File: src/rtl/led_fader.sv
// led_fader: per-channel PWM LED drive with linear fade ramps; gamma duty curve when LED_FADER_GAMMA_EN is defined.
// One clk from pwm_cnt to led_out, busy registered; no backpressure, led_in/brightness are consumed every cycle.
module led_fader #(
  parameter int LED       = 4,
  parameter int PWM_BITS  = 8,
  parameter int FADE_STEP = 390625
) (
  input  logic                clk,
  input  logic                rst,
  input  logic [LED-1:0]      led_in,
  input  logic [PWM_BITS-1:0] brightness,
  output logic [LED-1:0]      led_out,
  output logic                busy
);

  localparam logic [PWM_BITS-1:0] PWM_MAX = '1;
  localparam int STEP_W = (FADE_STEP > 1) ? $clog2(FADE_STEP) : 1;
  localparam logic [STEP_W-1:0] STEP_LAST = STEP_W'(FADE_STEP - 1);

  typedef enum logic [1:0] {IDLE, RAMP_UP, RAMP_DOWN} ramp_t;

  logic [PWM_BITS-1:0] pwm_cnt;
  logic [STEP_W-1:0]   step_cnt;
  logic                step_tick;
  logic                period_end;
  logic [LED-1:0]      mismatch;

  logic [PWM_BITS-1:0] target    [LED];
  logic [PWM_BITS-1:0] level     [LED];
  logic [PWM_BITS-1:0] duty      [LED];
  logic [PWM_BITS-1:0] duty_next [LED];
  ramp_t               state     [LED];

  assign step_tick  = (step_cnt == STEP_LAST);
  assign period_end = (pwm_cnt == PWM_MAX);

  // Ramp direction is re-derived every cycle so a retarget takes effect on the very next tick.
  always_comb begin
    for (int i = 0; i < LED; i++) begin
      target[i]   = led_in[i] ? brightness : '0;
      mismatch[i] = (level[i] != target[i]);
      if (level[i] < target[i])
        state[i] = RAMP_UP;
      else if (level[i] > target[i])
        state[i] = RAMP_DOWN;
      else
        state[i] = IDLE;
    end
  end

`ifdef LED_FADER_GAMMA_EN
  logic [2*PWM_BITS-1:0] level_sq [LED];

  always_comb begin
    for (int i = 0; i < LED; i++) begin
      level_sq[i]  = {{PWM_BITS{1'b0}}, level[i]} * {{PWM_BITS{1'b0}}, level[i]};
      duty_next[i] = (level[i] == PWM_MAX) ? PWM_MAX : PWM_BITS'(level_sq[i] >> PWM_BITS);
    end
  end
`else
  always_comb begin
    for (int i = 0; i < LED; i++) begin
      duty_next[i] = level[i];
    end
  end
`endif

  always_ff @(posedge clk) begin
    if (rst) begin
      pwm_cnt  <= '0;
      step_cnt <= '0;
      led_out  <= '0;
      busy     <= 1'b0;
      for (int i = 0; i < LED; i++) begin
        level[i] <= '0;
        duty[i]  <= '0;
      end
    end else begin
      pwm_cnt  <= pwm_cnt + 1'b1;
      step_cnt <= step_tick ? '0 : step_cnt + 1'b1;
      busy     <= |mismatch;
      for (int i = 0; i < LED; i++) begin
        if (step_tick) begin
          case (state[i])
            RAMP_UP:   level[i] <= level[i] + 1'b1;
            RAMP_DOWN: level[i] <= level[i] - 1'b1;
            default:   level[i] <= level[i];
          endcase
        end
        // Shadow duty only changes at the period boundary, using the pre-step level.
        if (period_end)
          duty[i] <= duty_next[i];
        led_out[i] <= (duty[i] == PWM_MAX) || (pwm_cnt < duty[i]);
      end
    end
  end

endmodule

File: config.mk
export PLATFORM = sky130hd
export DESIGN_NAME = led_fader
export DESIGN_NICKNAME = d
export VERILOG_FILES = /design/src/rtl/led_fader.sv
export SDC_FILE = /design/constraint.sdc
export NUM_CORES = 1
export LEC_CHECK = 0
export BUFFER_PORTS_ARGS = -buffer_cell sky130_fd_sc_hd__buf_2
export CAP_MARGIN = 20
export CORE_MARGIN = 2
export CORE_UTILIZATION = 70
export CTS_BUF_LIST = sky130_fd_sc_hd__clkbuf_8
export CTS_CLUSTER_DIAMETER = 100
export DETAILED_ROUTE_END_ITERATION = 10
export HOLD_SLACK_MARGIN = 0.15
export PLACE_DENSITY = 0.92
export SLEW_MARGIN = 20
export SYNTH_ARGS = -nofsm -noshare
export SYNTH_HDL_FRONTEND = slang
export SYNTH_SLANG_ARGS = --single-unit
File: constraint.sdc
create_clock -name clk -period 11.5 [get_ports clk]
set_clock_uncertainty 0.1 [all_clocks]
set_input_delay 2.3 -clock clk [delete_from_list [all_inputs] [get_ports clk]]
set_output_delay 2.3 -clock clk [all_outputs]
set_load 0.1 [all_outputs]
Word-level counts from Yosys, hierarchy flattened
Memories as Yosys holds them, arrays and structs flattened.
Cells that the tools add are included.
Word-level totals
  RAM bits: 64
  memories kept: 2
  latch bits: 0
  input bits: 14
  output and inout bits: 5
  bits in read-only memories: 0
  flip-flop bits (word level): 32
Cells by class
  bitwise gates (word level): 16
  div/mod/pow operators: 0
  add/sub/neg operators: 10
  reductions and logical operators: 10
  muxes and demuxes: 81
  multipliers: 0
  equality and inequality tests: 18
  $lt $le $gt $ge: 12
  shift operators: 0
Memory list
  duty: words 4, width 8, rd ports 4, clocked after memory_dff 0, write ports 4, RTL line 30  | logic [PWM_BITS-1:0] duty [LED];
  level: words 4, width 8, rd ports 4, clocked after memory_dff 0, write ports 4, RTL line 29  | logic [PWM_BITS-1:0] level [LED];
Operators with widths (count)
  $mux 8: 20
  $lt 8x8->1: 8
  $mux 1: 53
  $add 8x1->8 const B: 5
  $eq 8x8->1 const B: 5
  $gt 8x8->1: 4
  $ne 8x8->1: 4
  $sub 8x1->8 const B: 4
  $add 19x1->19 const B: 1
  $eq 19x19->1 const B: 1
  $mux 2: 8
  $or 1x1->1: 16
  $reduce_or 2->1: 5
  $eq 2x1->1 const B: 4
  $eq 2x2->1 const B: 4
  $logic_or 1x1->1: 4
  $reduce_or 4->1: 1

Longest topological paths before layout
Gate-level depths: netlist (run 1).
  word-level depth: 12
  mapped depth: 15

Worst setup path after synthesis (run 1)
No wires, ideal clock.
  path kind: input to register
  start: in led_in[0]
  end: mem level[0][7] (data pin)
  arrival time: 4991 ps
  cell stages on the path: 15
  library setup time: 147 ps
  setup slack: 6262 ps
  path through: clkbuf_1 nand2_1 ha_1 nor2b_1 o211ai_1 a211o_1 a21o_1 inv_1 ha_1 a21o_1 a211oi_1 nor2_1 o41a_1 a21o_1 a21oi_1
RTL lines
  start, declared: RTL line 10  | input logic [LED-1:0] led_in,
  end, declared: RTL line 29

==> out/qor.yml, run 1 <==
fin_tns_setup_ps: 0
grt_max_degree: 36
gp_congestion: 0.9657
max_stage_delay_ps: 510
via_per_inst: 6.452
clockPowerShare_pct: 35.8
synthesis.nets: 781
drtIter0Drc: 309
die-area_um2: 9970
clk_latency_ps: 370
synthArstFlopShare_pct: 0
syn_to_final_growth_pct: 6.342
hpwlAfterDp_um: 10770
seq_area_frac_synth_pct: 39.84
io_pins: 19
initial_utilization_pct: 73.03
clkTransAtPathRegs_ps: 90
crit_path_cell_trace: "buf_2 -> clkinv_1 -> nand4b_4 -> a21o_1 -> inv_1 -> ha_1 -> a21o_1 -> a211oi_1 -> nor2_1 -> o41a_1 -> a21o_1 -> a21oi_1"
place_area_um2: 6596
synth-edff-count: 64
cp_slowest_cell: "nand4b_4"
multi_input_comb_area_um2: 3587
power.density_nw_per_um2: 110.3
yosys_warnings: 0
rsz0062_at_grt: "no"
status: "finished clean"
holdWs_ps: 397.2
post-route-period-util_pct: 47.14
rows: 34
cts_max_path_buffers: 2
grt_usage_pct: 30.53
routedWlPerCell_um: 18.04
fillers: 554
vias: 5207
postCtsSetupBuffers: 0
power_switching_w: 0.0001981
grt_overflow_total: 0
arrival_ps: 5520
core_um2: 8806
intPower_w: 0.0005564
maxSlewHeadroom_pct: 47.91
endpoint_kind: "flop"
cp_max_fo: 35
combPwrFrac_pct: 12.4
area.sequential_um2: 2562
seqPwrFrac_pct: 51.8
setup_violations: 0
drt_wl_total_um: 14560
synth_top_cell_area_share_pct: 29.88
synth_top_area_cell: "edfxtp_1"
nNetsFinal: 794
antenna_found_initial: 1
finalHoldViolations: 0
leakagePower_nw: 2.841
die_h_um: 99.85
route.detailed.drc: 0
post_cts_resize_count: 0
cpMostUsedCell: "a21o_1"
final_max_slew_viol_count: 0
vdd_ir_drop_max_uv: 89.46
post-route-min-period_ps: 5421
fp.dieW_um: 99.85
cts_made_buffers: 9
grt_pass1_wl_um: 24090
ys_seq_elements: 96
synthTopCellsByArea: "edfxtp_1, ha_1, dfxtp_1"
fin_area_um2: 6839
pre_cts_ws_ps: 5768
synth_cells: 681
grt_pass1_vias: 5210
postSynthAreaPerCell_um2: 9.444
io_buffer_count: 18
ys_types: 54
cts_sinks: 96
dr.pass1.iters: 5
drtAntennaViolNets: 0
worstMarginPinSlew_ps: 780.5
max_freq_ghz: 0.1845
drive_gt1_share_pct: 6.438
synth_area_um2: 6431
h-tree-depth: 3
crit_type: "input pin to flop"
cts_root_buffer: "clkbuf_8"
hp-class: "flop to flop"
hold_buffers: 0
required_ps: 11600
synth_flop_cell: "edfxtp_1"
timing.final.ws_setup_ps: 6079
cts_tree: "yes"
switching_share_pct: 26.25
n_antenna_cell: 0
cp-start-kind: "input pin"
cap_violations: 0
## worst paths after layout
path,start,to,slack (ps),cells after the start
setup reg to reg,step_cnt[0],level[1][7],7780,14
hold / removal,step_cnt[16],step_cnt[16],400,2
hold reg to reg,step_cnt[16],step_cnt[16],400,2
setup / recovery,rst,level[1][7],6080,12
## logic make-up after synthesis
logic type / count (synthesis) / synth area share (%)
AND/OR/NAND/NOR: 264 / 21.19
XOR/XNOR: 27 / 3.677
AO/OA/AOI/OAI: 132 / 13.29
multiplexers: 2 / 0.5058
adder cells (fa/ha/maj): 86 / 17.08
flip-flops: 96 / 39.84
buffers and inverters: 74 / 4.416
## cells in the final DEF, fill, tap and decap left out, types with 4 or more instances in the layout
cell type	n
a211oi_1	10
a21o_1	13
a21oi_1	40
a221oi_1	5
and2_1	28
and3_1	11
and4_1	4
buf_2	18
clkbuf_8	9
dfxtp_1	32
edfxtp_1	64
ha_1	83
inv_1	57
nand2_1	50
nand2b_1	8
nand3_1	18
nand4_1	17
nor2_1	61
nor2b_1	15
nor3_1	34
o211ai_1	4
o21a_1	5
o21ai_0	31
or3_1	4
xnor2_1	8
xor2_1	19
## per-stage QoR
stage	utilization [%]	total power (W)	std cells
finish	77.66	0.0007545	807
global route	77.66	0.0007801	807
CTS	77.66	0.0007519	807
detailed placement	74.91	0.0004880	791
global placement	74.88	0.0004812	791
floorplan	-	0.0004629	681
## power groups by stage
stage / Clock, W / Combinational (W) / Sequential (W)
floorplan: 0 / 0.0000600 / 0.000403
global placement: 0 / 0.0000840 / 0.000397
detailed placement: 0 / 0.0000900 / 0.000398
CTS: 0.000270 / 0.0000918 / 0.000390
global route: 0.000285 / 0.000103 / 0.000392
finish: 0.000270 / 0.0000935 / 0.000391
## cells in the mapped netlist, types with 2 or more instances
master and n:
o21ai_1 2, nand2b_1 8, o211ai_1 4, a21oi_1 40
o21ai_0 31, clkbuf_1 12, inv_1 56, nand2_1 50
o41ai_1 2, a211o_1 3, dfxtp_1 32, a221oi_1 5
a21o_1 13, and3_4 2, o21a_1 5, nand4_1 17
a31oi_1 2, and4_1 4, nor2b_1 15, xor2_1 19
o41a_1 3, nor4_1 2, xnor2_1 8, nor3_1 34
and3_1 11, edfxtp_1 64, buf_2 2, a211oi_1 10
nor2_1 62, fa_1 3, a41oi_1 3, nor3b_1 3
buf_1 2, nand3_1 18, or3_1 4, and2_1 28
a21boi_0 3, ha_1 83
## layer usage
layer,up-vias,wire length [um],track usage (%)
met2,214,6943,50.52
met3,56,1069,5.710
met5,-,0,0
li1,2477,-,-
met1,2460,5987,39.38
met4,0,562,13.70
## flip-flops by register name, indices dropped and copies added, names as in the netlist
register / flops
level: 32
duty: 32
step_cnt: 19
busy: 1
pwm_cnt: 8
led_out: 4
## critical path, delay by kind of cell
kind	cells	cell delay, ps
compound gates	6	1300
buf+inv	3	1010
simple gates	2	610
fa+ha+maj	1	290
## area by class of cell
type / count / share of cell area, %
timing repair buffer: 19 / 1.427
inverter: 57 / 3.128
clock inverter: 7 / 1.738
sequential: 96 / 37.47
clock buffer: 9 / 1.811
tap: 108 / 1.976
multi-input combinational: 511 / 52.45
Power figures use the tool's default switching activity.
==> run 2: changes to the inputs <==
--- a/config.mk
+++ b/config.mk
@@ -5,15 +5,16 @@
 export SDC_FILE = /design/constraint.sdc
 export NUM_CORES = 1
 export LEC_CHECK = 0
+export ABC_AREA = 1
 export BUFFER_PORTS_ARGS = -buffer_cell sky130_fd_sc_hd__buf_2
 export CAP_MARGIN = 20
 export CORE_MARGIN = 2
-export CORE_UTILIZATION = 70
+export CORE_UTILIZATION = 59
 export CTS_BUF_LIST = sky130_fd_sc_hd__clkbuf_8
 export CTS_CLUSTER_DIAMETER = 100
 export DETAILED_ROUTE_END_ITERATION = 10
 export HOLD_SLACK_MARGIN = 0.15
-export PLACE_DENSITY = 0.92
+export PLACE_DENSITY = 0.83
 export SLEW_MARGIN = 20
 export SYNTH_ARGS = -nofsm -noshare
 export SYNTH_HDL_FRONTEND = slang
==> constraint.sdc (replaced) <==
create_clock -name clk -period 4.8 [get_ports clk]
set_clock_uncertainty 0.1 [all_clocks]
set_input_delay 0.96 -clock clk [delete_from_list [all_inputs] [get_ports clk]]
set_output_delay 0.96 -clock clk [all_outputs]
set_load 0.1 [all_outputs]
==> run 2 against run 1 <==
- combinational power rose by 110%
- setup slack got worse by 4700 ps
- flip-flop and latch count did not move
- via count rose by 1.5%
- wire length fell by 9.6%
- first-iteration DRC count fell by 37%
- sequential power rose by 140%
- critical path depth rose by 3
- global-route usage fell by 6.7 points
- count of clock-buffer cells in the layout did not move
- total power rose by 130%
- cell area rose by 1.7%
- highest routed layer unchanged
==> out/qor.yml, run 2 <==
layout_commonest_cell: "nand2_1"
rsz0062_at_grt: "no"
dr.pass1.iters: 5
required_ps: 4840
top_regs: "duty (32), level (32), step_cnt (19)"
synth_cells: 800
fp.dieW_um: 109.1
vdd_ir_drop_max_uv: 136.3
cp_max_fo: 8
yosys-top-cells-count: "nand2_1, inv_1, nor2_1"
cp-start-kind: "input pin"
maxSlewHeadroom_pct: 40.16
yosysMostFrequentCell: "nand2_1"
n_antenna_cell: 0
hold_buffers: 0
gp_congestion: 0.9560
endpoint_kind: "flop"
hpwlAfterDp_um: 10060
layout_common_cells: "nand2_1, inv_1, nor2_1, ha_1, a21oi_1"
synth_flop_cell: "edfxtp_1"
postCtsSetupBuffers: 0
synth_top_area_cell: "edfxtp_1"
h-tree-depth: 3
nNetsFinal: 917
crit_type: "input pin to flop"
ys_types: 38
drive_gt1_share_pct: 7.421
synth_top_cell_area_share_pct: 29.52
route.detailed.drc: 0
hp-class: "flop to flop"
ys_seq_elements: 96
grt_usage_pct: 23.84
antenna_found_initial: 0
worstMarginPinSlew_ps: 895.4
syn_to_final_growth_pct: 6.841
pre_cts_ws_ps: 1046
seq_area_frac_synth_pct: 39.35
synth-edff-count: 64
multi_input_comb_area_um2: 3392
cts_tree: "yes"
initial_utilization_pct: 60.33
grt_max_degree: 33
io_buffer_count: 18
synthArstFlopShare_pct: 0
arrival_ps: 3440
setup_violations: 0
yosys_warnings: 0
cap_violations: 0
area.sequential_um2: 2562
fin_tns_setup_ps: 0
clk_latency_ps: 380
drtIter0Drc: 195
cts_root_buffer: "clkbuf_8"
post-route-min-period_ps: 3400
vias: 5285
die-area_um2: 11890
post-route-period-util_pct: 70.83
rows: 38
fillers: 877
status: "finished clean"
finalHoldViolations: 0
core_um2: 10790
grt_pass1_wl_um: 22050
synth_area_um2: 6511
synthesis.nets: 900
postSynthAreaPerCell_um2: 8.139
drt_wl_total_um: 13160
die_h_um: 109.1
grt_pass1_vias: 4827
post_cts_resize_count: 0
clkTransAtPathRegs_ps: 100
cts_sinks: 96
timing.final.ws_setup_ps: 1400
routedWlPerCell_um: 13.68
synthTopCellsByArea: "edfxtp_1, ha_1, dfxtp_1"
via_per_inst: 5.494
grt_overflow_total: 0
final_max_slew_viol_count: 0
max_freq_ghz: 0.2941
io_pins: 19
drtAntennaViolNets: 0
cts_max_path_buffers: 2
leakagePower_nw: 3.247
cts_made_buffers: 9
power.density_nw_per_um2: 247.2
run 2: power by group:
group	internal (W)	total [W]	leakage (nW)	switching (W)
logic	0.0000649	0.000199	2.25	0.000134
registers	0.000908	0.000930	0.894	0.0000221
clock network	0.000294	0.000590	0.106	0.000296
run 2: layout make-up:
class / count / share of cell area [%]
Timing Repair Buffer: 20 / 1.511
Sequential cell: 96 / 36.83
Inverter: 134 / 7.230
Tap cell: 140 / 2.518
Multi-Input combinational cell: 556 / 48.76
Clock buffer: 9 / 1.781
Clock inverter: 7 / 1.367
run 2: logic make-up (layout without fill, tap and decap cells):
group,count (synthesis),in the layout,synth area share (%)
compound gates,123,123,10.42
xor+xnor,22,22,2.959
fa+ha+maj,86,86,16.87
buf+inv,148,170,8.686
flops,96,96,39.35
simple gates,325,325,21.71
run 2: critical path, stage by stage:
cell	delay, ps
buf_2	170
nand2_1	100
ha_1	310
nand2_1	70
nor2_1	140
nand4_1	240
nand3_1	230
inv_1	140
ha_1	370
a21oi_1	170
nand2_1	100
a21oi_1	140
o21bai_1	100
o21ai_1	130
a21oi_1	50
run 2: stage by stage:
stage	power, W	instance area [um^2]	cells	hold slack (ps)	util (%)
after floorplan	0.001093	6511	800	317.3	-
after global placement	0.001138	6733	946	330.7	62.38
after detailed placement	0.001146	6733	946	334.2	62.38
after CTS	0.001723	6952	962	354.9	64.41
after global routing	0.001789	6957	962	417.8	64.46
final	0.001720	6957	962	357.3	64.46
run 2: worst paths after layout:
| path | from | end | slack [ps] | cells past startpoint |
|---|---|---|---|---|
| worst max-delay path | led_in[2] | level[2][6] | 1400 | 15 |
| worst min-delay path | step_cnt[0] | step_cnt[0] | 360 | 1 |
| worst max register to register | step_cnt[0] | level[2][6] | 1420 | 17 |
| worst min register to register | step_cnt[0] | step_cnt[0] | 360 | 1 |
run 2: metal layers:
metal	global-route usage, %	vias to the layer above	share of wire, %
met3	3.527	32	5.6
met2	39.04	139	46
met1	31.46	2427	45
met4	10.16	0	2.6
li1	-	2687	-
met5	0	-	0
